File: src/rtl/axis_rx_packer_if.sv
// AXI-Stream byte-packed word bus leaving the receive packer.
// The packer drives the master side; the downstream consumer uses the slave side.
interface axis_rx_packer_if #(
  parameter int LOGIC_SIZE = 32
);
  logic [LOGIC_SIZE-1:0]   s_axis_tdata;
  logic [LOGIC_SIZE/8-1:0] s_axis_tkeep;
  logic                    s_axis_tlast;
  logic                    s_axis_valid;
  logic                    s_axis_ready;

  modport master (
    output s_axis_tdata,
    output s_axis_tkeep,
    output s_axis_tlast,
    output s_axis_valid,
    input  s_axis_ready
  );

  modport slave (
    input  s_axis_tdata,
    input  s_axis_tkeep,
    input  s_axis_tlast,
    input  s_axis_valid,
    output s_axis_ready
  );
endinterface

File: src/rtl/axis_rx_packer.sv
// Receive framer/packer: hunts for K28.5 comma alignment, then packs decoded
// bytes between SOF (K27.7) and EOF (K29.7) into LOGIC_SIZE-bit AXIS words,
// first byte in lane 0. A 2-entry output FIFO absorbs AXIS backpressure
// because the decoder byte stream cannot be stalled.
// Optional feature macro: AXIS_RX_PACKER_ERRCNT_EN enables the saturating
// code-error counter on o_err_count (tied to zero otherwise).
module axis_rx_packer #(
  parameter int LOGIC_SIZE  = 32,
  parameter int COMMA_COUNT = 4,
  parameter int LOS_ERRS    = 4
) (
  input  logic                  s_axis_aclk,
  input  logic                  s_axis_reset_n,
  input  logic [7:0]            i_from_decoder,
  input  logic                  i_is_k,
  input  logic                  i_dec_valid,
  input  logic                  i_code_err,
  axis_rx_packer_if.master      axis,
  output logic                  o_aligned,
  output logic                  o_overflow,
  output logic [15:0]           o_err_count
);

  localparam int NB    = LOGIC_SIZE / 8;
  localparam int IDX_W = $clog2(NB);
  localparam int CC_W  = $clog2(COMMA_COUNT + 1);
  localparam int LE_W  = $clog2(LOS_ERRS + 1);

  localparam logic [7:0] K_COMMA = 8'hBC;
  localparam logic [7:0] K_SOF   = 8'hFB;
  localparam logic [7:0] K_EOF   = 8'hFD;

  typedef enum logic [1:0] {
    ST_HUNT = 2'd0,
    ST_IDLE = 2'd1,
    ST_DATA = 2'd2
  } state_t;

  // Byte-valid mask for a partial word holding n bytes (lanes 0..n-1).
  function automatic logic [NB-1:0] keep_mask(input logic [IDX_W-1:0] n);
    logic [NB-1:0] m;
    m = '0;
    for (int i = 0; i < NB; i++) begin
      m[i] = (i < int'(n));
    end
    return m;
  endfunction

  state_t                r_state, w_state_nxt;
  logic [CC_W-1:0]       r_comma_cnt, w_comma_nxt;
  logic [LE_W-1:0]       r_los_cnt, w_los_nxt;
  logic [IDX_W-1:0]      r_idx, w_idx_nxt;
  logic [LOGIC_SIZE-1:0] r_acc, w_acc_nxt;
  logic                  r_aligned;

  logic                  w_push, w_push_last, w_err, w_pop;
  logic [LOGIC_SIZE-1:0] w_push_data;
  logic [NB-1:0]         w_push_keep;

  logic [1:0]            r_cnt;
  logic                  r_valid, r_ovf;
  logic [LOGIC_SIZE-1:0] r_data0, r_data1;
  logic [NB-1:0]         r_keep0, r_keep1;
  logic                  r_last0, r_last1;

  // Framer state register and alignment flag (tracks the state it enters).
  always_ff @(posedge s_axis_aclk) begin
    if (!s_axis_reset_n) begin
      r_state     <= ST_HUNT;
      r_comma_cnt <= '0;
      r_los_cnt   <= '0;
      r_idx       <= '0;
      r_acc       <= '0;
      r_aligned   <= 1'b0;
    end else begin
      r_state     <= w_state_nxt;
      r_comma_cnt <= w_comma_nxt;
      r_los_cnt   <= w_los_nxt;
      r_idx       <= w_idx_nxt;
      r_acc       <= w_acc_nxt;
      r_aligned   <= (w_state_nxt != ST_HUNT);
    end
  end

  // Next-state, packing and FIFO-push decode for one decoded symbol.
  always_comb begin
    w_state_nxt = r_state;
    w_comma_nxt = r_comma_cnt;
    w_los_nxt   = r_los_cnt;
    w_idx_nxt   = r_idx;
    w_acc_nxt   = r_acc;
    w_push      = 1'b0;
    w_push_data = r_acc;
    w_push_keep = keep_mask(r_idx);
    w_push_last = 1'b1;
    w_err       = 1'b0;
    if (i_dec_valid) begin
      case (r_state)
        ST_HUNT: begin
          if (i_is_k && (i_from_decoder == K_COMMA) && !i_code_err) begin
            if (r_comma_cnt == CC_W'(COMMA_COUNT - 1)) begin
              w_state_nxt = ST_IDLE;
              w_comma_nxt = '0;
            end else begin
              w_comma_nxt = r_comma_cnt + CC_W'(1);
            end
          end else begin
            w_comma_nxt = '0;
          end
        end
        ST_IDLE: begin
          if (i_code_err) begin
            w_err = 1'b1;
          end else if (!i_is_k || (i_from_decoder == K_COMMA)) begin
            w_state_nxt = ST_IDLE;
          end else if (i_from_decoder == K_SOF) begin
            w_state_nxt = ST_DATA;
            w_idx_nxt   = '0;
            w_acc_nxt   = '0;
          end else begin
            w_err = 1'b1;
          end
        end
        ST_DATA: begin
          if (i_code_err) begin
            w_err = 1'b1;
          end else if (!i_is_k) begin
            w_acc_nxt[{r_idx, 3'b000} +: 8] = i_from_decoder;
            if (r_idx == IDX_W'(NB - 1)) begin
              w_push      = 1'b1;
              w_push_data = w_acc_nxt;
              w_push_keep = '1;
              w_push_last = 1'b0;
              w_idx_nxt   = '0;
              w_acc_nxt   = '0;
            end else begin
              w_idx_nxt = r_idx + IDX_W'(1);
            end
          end else if (i_from_decoder == K_COMMA) begin
            w_state_nxt = ST_DATA;
          end else if ((i_from_decoder == K_EOF) || (i_from_decoder == K_SOF)) begin
            // SOF closes the running frame like EOF and immediately reopens one.
            w_push      = 1'b1;
            w_idx_nxt   = '0;
            w_acc_nxt   = '0;
            w_state_nxt = (i_from_decoder == K_EOF) ? ST_IDLE : ST_DATA;
          end else begin
            w_err = 1'b1;
          end
        end
        default: begin
          w_state_nxt = ST_HUNT;
          w_comma_nxt = '0;
        end
      endcase
      // Loss-of-alignment: a run of erroring symbols drops back to HUNT,
      // flushing any partial frame with tlast so the consumer sees a boundary.
      if (r_state != ST_HUNT) begin
        if (w_err) begin
          if (r_los_cnt == LE_W'(LOS_ERRS - 1)) begin
            w_push      = (r_state == ST_DATA);
            w_state_nxt = ST_HUNT;
            w_comma_nxt = '0;
            w_los_nxt   = '0;
            w_idx_nxt   = '0;
            w_acc_nxt   = '0;
          end else begin
            w_los_nxt = r_los_cnt + LE_W'(1);
          end
        end else begin
          w_los_nxt = '0;
        end
      end else begin
        w_los_nxt = '0;
      end
    end else begin
      w_los_nxt = r_los_cnt;
    end
  end

  assign w_pop = r_valid && axis.s_axis_ready;

  // Two-entry output FIFO; entry 0 drives the AXIS outputs directly so they
  // stay stable under backpressure and read as zero when empty.
  always_ff @(posedge s_axis_aclk) begin
    if (!s_axis_reset_n) begin
      r_cnt   <= 2'd0;
      r_valid <= 1'b0;
      r_ovf   <= 1'b0;
      r_data0 <= '0;
      r_keep0 <= '0;
      r_last0 <= 1'b0;
      r_data1 <= '0;
      r_keep1 <= '0;
      r_last1 <= 1'b0;
    end else begin
      case (r_cnt)
        2'd0: begin
          if (w_push) begin
            r_data0 <= w_push_data;
            r_keep0 <= w_push_keep;
            r_last0 <= w_push_last;
            r_cnt   <= 2'd1;
            r_valid <= 1'b1;
          end
        end
        2'd1: begin
          if (w_push && w_pop) begin
            r_data0 <= w_push_data;
            r_keep0 <= w_push_keep;
            r_last0 <= w_push_last;
          end else if (w_pop) begin
            r_data0 <= '0;
            r_keep0 <= '0;
            r_last0 <= 1'b0;
            r_cnt   <= 2'd0;
            r_valid <= 1'b0;
          end else if (w_push) begin
            r_data1 <= w_push_data;
            r_keep1 <= w_push_keep;
            r_last1 <= w_push_last;
            r_cnt   <= 2'd2;
          end
        end
        2'd2: begin
          if (w_pop) begin
            r_data0 <= r_data1;
            r_keep0 <= r_keep1;
            r_last0 <= r_last1;
            r_data1 <= w_push ? w_push_data : '0;
            r_keep1 <= w_push ? w_push_keep : '0;
            r_last1 <= w_push ? w_push_last : 1'b0;
            r_cnt   <= w_push ? 2'd2 : 2'd1;
          end else if (w_push) begin
            r_ovf <= 1'b1;
          end
        end
        default: begin
          r_cnt   <= 2'd0;
          r_valid <= 1'b0;
        end
      endcase
    end
  end

  assign axis.s_axis_tdata = r_data0;
  assign axis.s_axis_tkeep = r_keep0;
  assign axis.s_axis_tlast = r_last0;
  assign axis.s_axis_valid = r_valid;
  assign o_aligned         = r_aligned;
  assign o_overflow        = r_ovf;

`ifdef AXIS_RX_PACKER_ERRCNT_EN
  logic [15:0] r_err_cnt;

  // Saturating count of erroring symbols seen while aligned.
  always_ff @(posedge s_axis_aclk) begin
    if (!s_axis_reset_n) begin
      r_err_cnt <= 16'd0;
    end else if (w_err && (r_err_cnt != 16'hFFFF)) begin
      r_err_cnt <= r_err_cnt + 16'd1;
    end else begin
      r_err_cnt <= r_err_cnt;
    end
  end

  assign o_err_count = r_err_cnt;
`else
  assign o_err_count = 16'd0;
`endif

endmodule

File: src/flat_wrapper.sv
// flat-port wrapper written by rule: the top's interface ports become plain ports
module axis_rx_packer_flat 
#(
  parameter int LOGIC_SIZE  = 32,
  parameter int COMMA_COUNT = 4,
  parameter int LOS_ERRS    = 4
)
  (s_axis_aclk, s_axis_reset_n, i_from_decoder, i_is_k, i_dec_valid, i_code_err, o_aligned, o_overflow, o_err_count, axis_s_axis_tdata, axis_s_axis_tkeep, axis_s_axis_tlast, axis_s_axis_valid, axis_s_axis_ready);
  axis_rx_packer_if #(.LOGIC_SIZE(LOGIC_SIZE)) axis_i ();
  input  logic s_axis_aclk;
  input  logic s_axis_reset_n;
  input  logic [7:0] i_from_decoder;
  input  logic i_is_k;
  input  logic i_dec_valid;
  input  logic i_code_err;
  output logic o_aligned;
  output logic o_overflow;
  output logic [15:0] o_err_count;
  output wire logic [$bits(axis_i.s_axis_tdata)-1:0] axis_s_axis_tdata;
  output wire logic [$bits(axis_i.s_axis_tkeep)-1:0] axis_s_axis_tkeep;
  output wire logic [$bits(axis_i.s_axis_tlast)-1:0] axis_s_axis_tlast;
  output wire logic [$bits(axis_i.s_axis_valid)-1:0] axis_s_axis_valid;
  input wire logic [$bits(axis_i.s_axis_ready)-1:0] axis_s_axis_ready;
  assign axis_s_axis_tdata = axis_i.s_axis_tdata;
  assign axis_s_axis_tkeep = axis_i.s_axis_tkeep;
  assign axis_s_axis_tlast = axis_i.s_axis_tlast;
  assign axis_s_axis_valid = axis_i.s_axis_valid;
  assign axis_i.s_axis_ready = axis_s_axis_ready;
  axis_rx_packer #(.LOGIC_SIZE(LOGIC_SIZE), .COMMA_COUNT(COMMA_COUNT), .LOS_ERRS(LOS_ERRS)) u_core (.s_axis_aclk(s_axis_aclk), .s_axis_reset_n(s_axis_reset_n), .i_from_decoder(i_from_decoder), .i_is_k(i_is_k), .i_dec_valid(i_dec_valid), .i_code_err(i_code_err), .axis(axis_i), .o_aligned(o_aligned), .o_overflow(o_overflow), .o_err_count(o_err_count));
endmodule
File: config.mk
export PLATFORM = sky130hd
export DESIGN_NAME = axis_rx_packer_flat
export DESIGN_NICKNAME = d
export VERILOG_FILES = /design/src/rtl/axis_rx_packer_if.sv /design/src/rtl/axis_rx_packer.sv /design/src/flat_wrapper.sv
export SDC_FILE = /design/constraint.sdc
export NUM_CORES = 1
export LEC_CHECK = 0
export ABC_AREA = 1
export CAP_MARGIN = 0
export CORE_MARGIN = 2
export CORE_UTILIZATION = 41
export DETAILED_ROUTE_END_ITERATION = 16
export HOLD_SLACK_MARGIN = 0.03
export MAX_ROUTING_LAYER = met4
export PLACE_DENSITY = 0.7
export SYNTH_ARGS = -nofsm -noshare
export SYNTH_HDL_FRONTEND = slang
export SYNTH_SLANG_ARGS = --single-unit
File: constraint.sdc
create_clock -name s_axis_aclk -period 2 [get_ports s_axis_aclk]
set_input_delay 0.3 -clock s_axis_aclk [delete_from_list [all_inputs] [get_ports s_axis_aclk]]
set_output_delay 0.3 -clock s_axis_aclk [all_outputs]
set_load 0.02 [all_outputs]
==> results.cfg <==
[floorplan]
dieWidth_um = 140
io_pins = 70
core_region_area_um2 = 18100
die_area_um2 = 19700
number_of_cell_rows = 49
initial_util = 0.421
die_height_um = 140

[synth]
synth_area_leaders = sky130_fd_sc_hd__dfxtp_1 32%, sky130_fd_sc_hd__nand2_1 18%, sky130_fd_sc_hd__nor2_1 8.9%, sky130_fd_sc_hd__inv_1 5.6%, sky130_fd_sc_hd__a21oi_1 5.1%
yosys.area.top_type = sky130_fd_sc_hd__dfxtp_1
synth.cell_area_um2 = 7610
ys.flop_type = sky130_fd_sc_hd__dfxtp_1
ys_ff_latch = 121
synth-warning-count = 0
syn_area_per_cell_um2 = 6.17
async_reset_ff_frac = 0
synth_cell_types = 38
post_synth_most_frequent_cells = 368 x sky130_fd_sc_hd__nand2_1, 180 x sky130_fd_sc_hd__nor2_1, 121 x sky130_fd_sc_hd__dfxtp_1
yosysMostFrequentCell = sky130_fd_sc_hd__nand2_1
portion_of_synthesized_cell_area_occupied_by_the_leading_cell_type = 0.318
synth-edff-count = 0
seq_area_frac_synth = 0.318
netlist_instances = 1233

[clock_tree]
ctsLongestPathBuffers = 2
clk_pin_slew_ps = 60
clock-root-buffer = sky130_fd_sc_hd__clkbuf_16
tritoncts = done
insertion_delay_ps = 430
cts_inserted_buffers = 17
htree_levels = 4
cts_sinks = 121

[timing]
timing.max_slew.rel_slack = 0.639
period_share = 0.996
final_max_slew_viol_count = 0
timing.fmax_ghz = 0.502
worst-slew-pin-transition_ps = 541
rsz0062_at_grt = true
period_minus_slack_ps = 1990
clock-skew-final_ps = 8.96
tns_ps = 0
number_of_hold_slack_violations_in_the_final_timing_report = 0
setup_violations = 0

[final_layout]
area_delta_synth_final_pct = 34.3
drive_above_1_share = 0.183
num-nets-final = 1376
final_util = 0.565
layout.cells.non_filler = 1586
num_antenna_cells = 0
layout.cell_area.non_filler_um2 = 10200

[placement]
globalplace.congestion = 0.931
dp.cells = 1534
post-dp-hpwl_mm = 14.4
buffer_ports.inserted = 53
postPlaceCellArea_um2 = 8890

[pwr]
design_power_total_uw = 11500
power_per_cell_area_nw_per_um2 = 1130
p_leak_uw = 0.00451
power.ir.vdd_worst_mv = 0.581

[setup_path]
critical_path.max_fanout = 10
worst-r2r-setup-slack_ps = 8
worst_setup_path_end_kind = flip-flop
r2r-end = u_core.r_data1[16]
path_class = reg -> reg
crit_path_start_kind = flip-flop
critPathArrivalTime_ps = 2350
cp_data_required_time_ps = 2360
worst-r2r-cell-count = 15
timing.rr.start = u_core.r_idx[0]

[global_routing]
pin_count_of_the_biggest_net_entering_global_routing = 51
grt_pass1_vias = 7112
grt_antenna_before_repair = 0
grt_use_total = 0.230
grt.overflow.total = 0
grt_pass1_wl_mm = 35.9

[detailed_routing]
drt_drc_violations_left = 0
dr.pass1.iters = 5
number_of_vias_per_cell_after_detailed_routing = 5.24
antenna_nets_post_route = 0
drt-total-wl_mm = 23.5
initialDrtViolationCount = 774
detailed_route_wire_length_per_cell_um = 14.8
num_vias = 8315

[worst_hold_path]
min_to = u_core.r_data1[19]
hold-path-cell-count = 3
hold_removal_path_class = in -> reg
timing.hold.worst.start = s_axis_reset_n

[outcome]
run_status = finished clean

[run]
max_cap_viol_count = 0
## placed cells by master (no fill, tap or decap), types with 10 or more instances in the layout
| cell type | synthesis | layout |
|---|---|---|
| sky130_fd_sc_hd__a21oi_1 | 78 | 75 |
| sky130_fd_sc_hd__a21boi_1 | 6 | 13 |
| sky130_fd_sc_hd__buf_12 | 0 | 17 |
| sky130_fd_sc_hd__conb_1 | 1 | 16 |
| sky130_fd_sc_hd__nand2_2 | 7 | 10 |
| sky130_fd_sc_hd__o22ai_1 | 41 | 35 |
| sky130_fd_sc_hd__nand2_1 | 368 | 361 |
| sky130_fd_sc_hd__o21ai_0 | 73 | 58 |
| sky130_fd_sc_hd__ha_1 | 16 | 10 |
| sky130_fd_sc_hd__buf_4 | 19 | 90 |
| sky130_fd_sc_hd__dfxtp_1 | 121 | 117 |
| sky130_fd_sc_hd__inv_1 | 114 | 108 |
| sky130_fd_sc_hd__nand4_1 | 58 | 58 |
| sky130_fd_sc_hd__nor2_1 | 180 | 172 |
| sky130_fd_sc_hd__o21ai_2 | 1 | 13 |
| sky130_fd_sc_hd__clkbuf_16 | 0 | 22 |
| sky130_fd_sc_hd__clkdlybuf4s50_1 | 0 | 43 |
## metal layers
layer  routed length (um)  GRT usage
met1                10200      0.302
met2                11100      0.357
met5                    0          -
met4                  469     0.0718
met3                 1740     0.0479
## final cells by class
| type | instances | area (um2) |
|---|---|---|
| fill | 1657 | 7870 |
| clock buffer | 22 | 474 |
| tap | 229 | 287 |
| multi-input combinational | 906 | 4550 |
| timing repair buffer | 177 | 1880 |
| inverter | 123 | 477 |
| clock inverter | 8 | 120 |
| sequential | 121 | 2430 |
## where the power goes
group | internal (uW) | switching, uW | total [uW]
registers | 2940 | 263 | 3210
logic | 2150 | 3000 | 5150
clock network | 2040 | 1140 | 3170
## critical path: stages (launching register included)
cell and delay (ps):
sky130_fd_sc_hd__dfxtp_4 360, sky130_fd_sc_hd__buf_8 120, sky130_fd_sc_hd__ha_4 150, sky130_fd_sc_hd__inv_4 60, sky130_fd_sc_hd__nor2_4 40, sky130_fd_sc_hd__inv_2 80, sky130_fd_sc_hd__buf_6 100, sky130_fd_sc_hd__nand2_4 50
sky130_fd_sc_hd__nand2_4 100, sky130_fd_sc_hd__nand2_4 70, sky130_fd_sc_hd__o21ai_4 190, sky130_fd_sc_hd__clkinv_4 150, sky130_fd_sc_hd__clkbuf_16 200, sky130_fd_sc_hd__nand2_1 70, sky130_fd_sc_hd__nand2_1 60, sky130_fd_sc_hd__nor2_1 110
## worst max-delay path by stage
| stage | start | to | slack [ps] | depth (start not counted) |
|---|---|---|---|---|
| after floorplan | u_core.r_state[0] | u_core.axis.s_axis_tdata[10] | 20 | 10 |
| after detailed placement | i_from_decoder[3] | u_core.axis.s_axis_tdata[19] | -440 | 14 |
| after global routing | u_core.r_state[0] | u_core.axis.s_axis_tdata[23] | -110 | 13 |
| final | u_core.r_idx[0] | u_core.r_data1[16] | 8 | 15 |
| after CTS | u_core.r_idx[0] | u_core.axis.s_axis_tdata[9] | -10 | 12 |
| after global placement | i_from_decoder[3] | u_core.axis.s_axis_tdata[22] | -390 | 14 |
## logic make-up (layout without fill, tap and decap cells)
kind of cell,count (synthesis),after routing,share of synthesized area
and+or+nand+nor,648,648,0.359
AOI/OAI and AO/OA,226,226,0.165
buffers and inverters,221,330,0.131
DFF,121,121,0.318
adders and majority gates,16,16,0.0263
other,1,16,0.000493
## flip-flops by register name, indices dropped and copies added, names as in the netlist
register and count:
u_core.axis.s_axis_valid 1, u_core.r_data1 32, u_core.r_los_cnt 3, u_core.axis.s_axis_tkeep 4, u_core.r_keep1 4, u_core.r_cnt 2
u_core.r_comma_cnt 3, u_core.axis.s_axis_tlast 1, u_core.r_idx 2, u_core.o_aligned 1, u_core.o_overflow 1, u_core.r_state 2
u_core.axis.s_axis_tdata 32, u_core.r_last1 1, u_core.r_acc 32
## through the flow
stage / setup WS, ps / hold slack, ps
finish: 8.23 / 158
floorplan: 24.9 / 415
global route: -108 / 160
detailed placement: -443 / 424
global placement: -392 / 420
CTS: -13.7 / 149
## timing repair
| item | 4_1_cts | 5_1_grt |
|---|---|---|
| hold buffers | 0 | 0 |
| cloned | 4 | 5 |
| pin swaps | 2 | 14 |
| buffers inserted | 5 | 9 |
| setup endpoints to repair | 85 | 111 |
| gates resized for setup | 51 | 86 |
No activity file was read; power rests on OpenSTA's default activity.
==> edit, RTL diff (config.mk and constraints unchanged) <==
Add a define of `AXIS_RX_PACKER_ERRCNT_EN`.
--- a/src/rtl/axis_rx_packer.sv
+++ b/src/rtl/axis_rx_packer.sv
@@ -4,6 +4,8 @@
 // because the decoder byte stream cannot be stalled.
 // Optional feature macro: AXIS_RX_PACKER_ERRCNT_EN enables the saturating
 // code-error counter on o_err_count (tied to zero otherwise).
+`define AXIS_RX_PACKER_ERRCNT_EN
+
 module axis_rx_packer #(
   parameter int LOGIC_SIZE  = 32,
   parameter int COMMA_COUNT = 4,
Formal check against the unedited RTL: no difference found for any inputs over 4 cycles, from zero or initial values and one cycle with s_axis_reset_n low; that may be too few to reach the edited logic, so the function may still have changed.
==> edit against the original RTL <==
The flow now finishes with violations (negative setup slack); area after synthesis increased by 1.9%; wire length increased by 5.8%; setup slack got worse by 0.039 ns; die area increased by 1.9%; sequential cell count increased by 16; global-route usage increased by 0.24 points; design area increased by 7.9%; total power decreased by 1.6%.
==> edit: results (changes against the original RTL) <==
stage,metric,value,unit,change
outcome,status,"finished, violations left",,
outcome,violations,negative setup slack,,
detailed_routing,drt_wl_total,24.9,mm,+5.8%
worst_setup_path,path_max_fanout,6,,-4
global_route,grt_pass1_wl,36.8,mm,+2.6%
detailed_routing,wl_per_cell,15.2,µm,+2.8%
detailed_routing,drt_iter0_drc,959,,+24%
sta,setup_viol,1,,+1
logic_synthesis,ys_seq_elements,137,,+13%
logic_synthesis,ys_seq_area_frac,0.354,,+0.0352
logic_synthesis,synth_common_cells,"320 x nand2_1, 181 x nor2_1, 137 x dfxtp_1",,
cells_and_area,signal_buffers,208,,+18%
detailed_routing,vias,8763,,+5.4%
clock_network,ctsResizeCount,47,,-7.8%
logic_synthesis,yosysUniqueCellTypes,40,,+5.3%
clock_network,cts_setup_buffers,8,,+3
power_and_ir_drop,comb_power_share,0.420,,-0.027
min_path,holdPathEnd,u_core.r_los_cnt[1],,
sta,setup_ws,-0.0312,ns,-0.0394 ns
power_and_ir_drop,leakage,4.41,nW,-2.2%
power_and_ir_drop,pg_seq,3.36,mW,+5%
cells_and_area,clkbuf_count,18,,-18%
global_route,gr-usage-met1,0.314,,+0.0125
worst_setup_path,critPathTopFamily,simple AND/OR/NAND/NOR gates,,
power_and_ir_drop,switching_share,0.360,,-0.0211
detailed_routing,met1_length,11.0,mm,+8.0%
cells_and_area,fill_cells,1673,,+0.97%
worst_setup_path,rr_endpoint,u_core.axis.s_axis_tdata[6],,
detailed_routing,met2RoutedLength,11.7,mm,+5.2%
cells_and_area,multi_input_area_share,0.428,,-0.0176
[edit: changes by cell type after synthesis, sizes merged, moves of 5 or more]
cell	before	now
a21oi	79	56
nand3	16	28
and2	8	0
nor3	3	38
nor4	0	5
dfxtp	121	137
nand4	59	13
clkbuf	45	38
a21boi	21	0
buf	53	34
o21ai	81	186
nand2	375	326
o22ai	41	25
[edit: how the worst max path moves through the flow]
stage,end,slack [ns],depth (start not counted)
global placement,u_core.axis.s_axis_tdata[20],-0.40,12
CTS,u_core.axis.s_axis_tdata[7],-0.02,15
floorplan,u_core.axis.s_axis_tdata[10],0.009,14
detailed placement,u_core.axis.s_axis_tdata[12],-0.47,15
finish,u_core.axis.s_axis_tdata[6],-0.03,15
global route,u_core.axis.s_axis_tdata[6],-0.18,15
[edit: stage by stage]
step                      utilization  power (mW)  hold WS (ns)
final                           0.592        11.3         0.313
after global placement          0.501        6.55         0.421
after floorplan                     -        5.61         0.415
after global routing            0.592        11.9         0.363
after CTS                       0.550        10.2         0.310
after detailed placement        0.501        6.61         0.426
